<file path="src/rtl/axicb_fifo_rdstage.sv">
// axicb_fifo_rdstage: drains axicb_scfifo through pull/empty into a registered valid/ready stream
// using a two-entry skid buffer. Burst framing on m_last is built only when AXICB_RDSTAGE_LAST_EN is defined.
module axicb_fifo_rdstage #(
  parameter int DATA_WIDTH = 8,
  parameter int LEN_WIDTH  = 8
) (
  input  logic                  aclk,
  input  logic                  areset,
  input  logic                  srst,
  input  logic                  flush,
  input  logic [DATA_WIDTH-1:0] fifo_data,
  input  logic                  fifo_empty,
  output logic                  fifo_pull,
  input  logic [LEN_WIDTH-1:0]  cfg_len,
  output logic                  m_valid,
  input  logic                  m_ready,
  output logic [DATA_WIDTH-1:0] m_data,
  output logic                  m_last,
  output logic [1:0]            dbg_count
);

  // Handshake: a beat transfers in any cycle with m_valid & m_ready; once m_valid rises,
  // m_valid, m_data and m_last hold steady until that transfer. m_ready never feeds fifo_pull.
  typedef enum logic [1:0] {
    CNT_0 = 2'd0,
    CNT_1 = 2'd1,
    CNT_2 = 2'd2
  } count_t;

  count_t                count, count_nxt;
  logic [DATA_WIDTH-1:0] main_q, skid_q;
  logic                  clear, take, pop;
  logic                  load_main_fifo, load_main_skid, load_skid;

  assign clear     = srst | flush;
  assign fifo_pull = ~areset & ~clear & ~fifo_empty & (count != CNT_2);
  assign take      = fifo_pull;
  assign m_valid   = (count != CNT_0);
  assign pop       = m_valid & m_ready;
  assign m_data    = main_q;
  assign dbg_count = count;

  always_ff @(posedge aclk or posedge areset) begin
    if (areset) count <= CNT_0;
    else        count <= count_nxt;
  end

  always_comb begin
    count_nxt      = count;
    load_main_fifo = 1'b0;
    load_main_skid = 1'b0;
    load_skid      = 1'b0;
    if (clear) begin
      count_nxt = CNT_0;
    end else begin
      case (count)
        CNT_0: begin
          if (take) begin
            load_main_fifo = 1'b1;
            count_nxt      = CNT_1;
          end
        end
        CNT_1: begin
          if (take && pop) begin
            load_main_fifo = 1'b1;
          end else if (take) begin
            load_skid = 1'b1;
            count_nxt = CNT_2;
          end else if (pop) begin
            count_nxt = CNT_0;
          end
        end
        CNT_2: begin
          // take cannot happen here: fifo_pull is masked while both entries are full
          if (pop) begin
            load_main_skid = 1'b1;
            count_nxt      = CNT_1;
          end
        end
        default: count_nxt = CNT_0;
      endcase
    end
  end

  always_ff @(posedge aclk) begin
    if (load_main_fifo)      main_q <= fifo_data;
    else if (load_main_skid) main_q <= skid_q;
    if (load_skid)           skid_q <= fifo_data;
  end

`ifdef AXICB_RDSTAGE_LAST_EN
  logic [LEN_WIDTH-1:0] beat_cnt;

  always_ff @(posedge aclk or posedge areset) begin
    if (areset)     beat_cnt <= '0;
    else if (clear) beat_cnt <= '0;
    else if (pop)   beat_cnt <= (beat_cnt == cfg_len) ? '0 : beat_cnt + LEN_WIDTH'(1);
  end

  assign m_last = m_valid & (beat_cnt == cfg_len);
`else
  logic unused_cfg_len;
  assign unused_cfg_len = ^cfg_len;
  assign m_last         = 1'b0;
`endif

endmodule

</file>
<file path="config.mk">
export PLATFORM = sky130hd
export DESIGN_NAME = axicb_fifo_rdstage
export DESIGN_NICKNAME = d
export VERILOG_FILES = /design/src/rtl/axicb_fifo_rdstage.sv
export SDC_FILE = /design/constraint.sdc
export NUM_CORES = 1
export LEC_CHECK = 0
export BUFFER_PORTS_ARGS = -buffer_cell sky130_fd_sc_hd__buf_4
export CORE_MARGIN = 5
export CORE_UTILIZATION = 48
export CTS_BUF_LIST = sky130_fd_sc_hd__clkbuf_16
export CTS_CLUSTER_DIAMETER = 150
export DETAILED_ROUTE_END_ITERATION = 10
export HOLD_SLACK_MARGIN = 0.08
export PLACE_DENSITY_LB_ADDON = 0.08
export SKIP_CTS_REPAIR_TIMING = 1
export SYNTH_ARGS = -nofsm -noshare
export SYNTH_HDL_FRONTEND = slang
export SYNTH_SLANG_ARGS = --single-unit
</file>
<file path="constraint.sdc">
create_clock -name aclk -period 2.7 [get_ports aclk]
set_input_delay 0.27 -clock aclk [delete_from_list [all_inputs] [get_ports aclk]]
set_output_delay 0.27 -clock aclk [all_outputs]
set_load 0.02 [all_outputs]
</file>
==> key figures <==
Clock tree
  • Clk_lat worst skew: 0.24 ns
  • Clock Tree Buf Depth: 2
  • Clk sinks: 18
  • Cts bufs inserted: 3
  • CTS Root Cell: clkbuf_16
  • Clock transition at the registers of the reported paths: 0.05 ns
  • CTS tree: built
  • H-Tree Depth: 1

Run status
  • Outcome: complete, no violations

Die
  • # IOs: 35
  • Die area: 2517 sq um
  • Die Span Y: 50.17 microns
  • # rows: 14
  • Starting Density: 50.82%
  • Core ar.: 1524 sq um
  • Die width: roughly 50 microns

Layout
  • Share of layout cells above drive strength 1: 51.25%
  • Post-route insts no fill: 96
  • Multi-input gate area: 232.7 sq um
  • # fillers: 108
  • Layout overhead on the synthesized area: 38.29%
  • Leading cell type in the layout, fill and taps excluded: buf_4
  • Final Core Density: 70.28%
  • Commonest cells after routing, fill and taps aside: buf_4, edfxtp_1, mux2_2
  • Layout Nets: 103
  • Antenna diode count: 0
  • Reg area: around 530 sq um

Timing
  • Final Skew: 0.006459 ns
  • Fmax: 504.6 MHz
  • Period minus WS final: between 1.5 and 2 ns
  • Pins Over Slew Limit: 0
  • Max_slew headroom: 53.28%
  • Final worst path period share: 73.40%
  • Final Setup Violations: 0
  • Hold Violations, Final: 0
  • Worst-margin pin slew: ~0.7 ns
  • Setup TNS Final: 0 ns
  • RSZ-0062 raised after global routing: false

Synthesis
  • Syn_nets: 72
  • Area share of the largest cell type after synthesis: 62.04%
  • Yosys top cell by area: edfxtp_1
  • Register area share after synthesis: 68.50%
  • Synth Instances: 50
  • Synth cell types: 21
  • Synth top area cells: edfxtp_1, mux2_2, dfrtp_1
  • Cell Area, Synth: slightly below 800 sq um
  • Seq cells post-synth: 18
  • Syn avg cell area: 15.49 sq um
  • Ys Warns: 0

Place
  • DP HPWL: 1127 microns
  • Placed Instances: 91
  • PortBufs: 25
  • Gpl congestion: 0.7939

Routing
  • DRT Pass-1 Iters: 4
  • Antenna Nets Post-Route: 0
  • WL per Instance: 15.22 microns
  • Residual DRC: 0
  • Initial drt markers: 11
  • Drt total wl: about 1500 microns
  • Via density per instance: 5.375
  • Vias: roughly 520

GRT
  • Met1 global-route usage: 15.99%
  • Met2 Use GR: between 20% and 30%
  • Initial antenna violation count: 0
  • Largest net degree at the start of global routing: 11
  • First-pass GRT wire length: 2442 microns
  • GR Layer Usage met3: 3.846%
  • GRT overflow: 0
  • Total GRT Usage: between 10% and 20%
  • Most Crowded Layer GR: met2
  • Vias in the first global route: 556

Power and ir drop
  • Peak supply drop: 0.4635 mV
  • Leakage Power: 0.4228 nW
  • Power per cell area: ~600 nW/um^2

Worst setup path
  • FF-to-FF path depth: 4
  • Crit path kind: input port to flop
  • RR Startpoint: dbg_count[1]
  • FF-to-FF setup slack: between 0.7 and 0.8 ns
  • Worst path arrival time: between 1.5 and 2 ns
  • CP Max Fanout: 8
  • Reg2reg end: m_data[2]
  • Critical Path Source Type: input port
  • Setup crit start: areset
  • Crit end category: flop
  • Worst setup endpoint: skid_q[1]
  • WP data required: approximately 2.6 ns

Hold path
  • Worst min-delay path category: input port to flop

Flow run
  • Max_cap viols: 0
[cells in the mapped netlist]
cell and instances:
nor4_1 1, dfrtp_1 2, inv_1 1, edfxtp_1 16
nand3_4 1, nor2b_1 1, nor3b_1 1, nor2_1 3
mux2_2 8, nor3_1 2, nand2b_1 1, buf_4 1
or2b_1 1, nor3_4 1, o311ai_0 1, or2_2 2
conb_1 1, or3_1 1, nand2_1 2, o21ai_0 1
a21oi_1 2
[cell families (layout without fill, tap and decap cells)]
| logic type | Yosys count | count (layout) | synth area share, % |
|---|---|---|---|
| buffers and inverters | 2 | 32 | 1.454 |
| DFF | 18 | 18 | 68.50 |
| AOI/OAI and AO/OA | 4 | 4 | 3.069 |
| other | 1 | 1 | 0.4842 |
| muxes | 8 | 8 | 11.63 |
| and+or+nand+nor | 17 | 17 | 14.87 |
[cell type report]
| type | instances | area share, % |
|---|---|---|
| tap | 16 | 1.869 |
| multi-input combinational | 30 | 21.73 |
| sequential | 18 | 49.53 |
| clock buffer | 3 | 7.009 |
| inverter | 1 | 0.3505 |
| clock inverter | 1 | 0.3505 |
| timing repair buffer | 27 | 19.16 |
[metrics by stage]
stage          area [sq um]  total power [mW]  setup WS (ns)  hold WS (ns)
4_1_cts                1061            0.6474         0.7954      -0.07722
3_5_place_dp          982.2            0.3614         0.8083        0.1761
5_1_grt                1071            0.6656         0.5707        0.2056
6_report               1071            0.6439         0.7181        0.2068
3_3_place_gp          982.2            0.3603         0.8263        0.1725
2_1_floorplan         774.5            0.3340         0.6756       0.01118
[layer usage]
| metal | part of all wire [%] | up-vias |
|---|---|---|
| met4 | 0 | 0 |
| met3 | 6.6 | 0 |
| met1 | 41 | 247 |
| met2 | 52 | 18 |
| met5 | 0 | - |
| li1 | - | 251 |
[worst max-delay path, cell delays in order]
cell,delay (ns)
dlygate4sd3_1,0.53
buf_4,0.16
nor3_4,0.26
nand2_1,0.08
nor2_1,0.54
[state kept, by name, summed over array words and instances, names as in the netlist]
register / cells
skid_q: 8
dbg_count: 2
m_data: 8
[where the power goes]
part	switching, mW	internal, mW
Sequential	0.00150	0.306
Combinational	0.0240	0.0250
Clock	0.0909	0.196
Total	0.116	0.527
[how the worst min path moves through the flow]
stage	start	to	slack, ns	cells past startpoint
after global routing	fifo_data[5]	skid_q[5]	0.21	1
after floorplan	areset	dbg_count[0]	0.01	1
after CTS	areset	dbg_count[0]	-0.08	2
after detailed placement	areset	dbg_count[0]	0.18	2
final	fifo_data[5]	skid_q[5]	0.21	1
after global placement	areset	dbg_count[1]	0.17	2
Power figures use the tool's default switching activity.
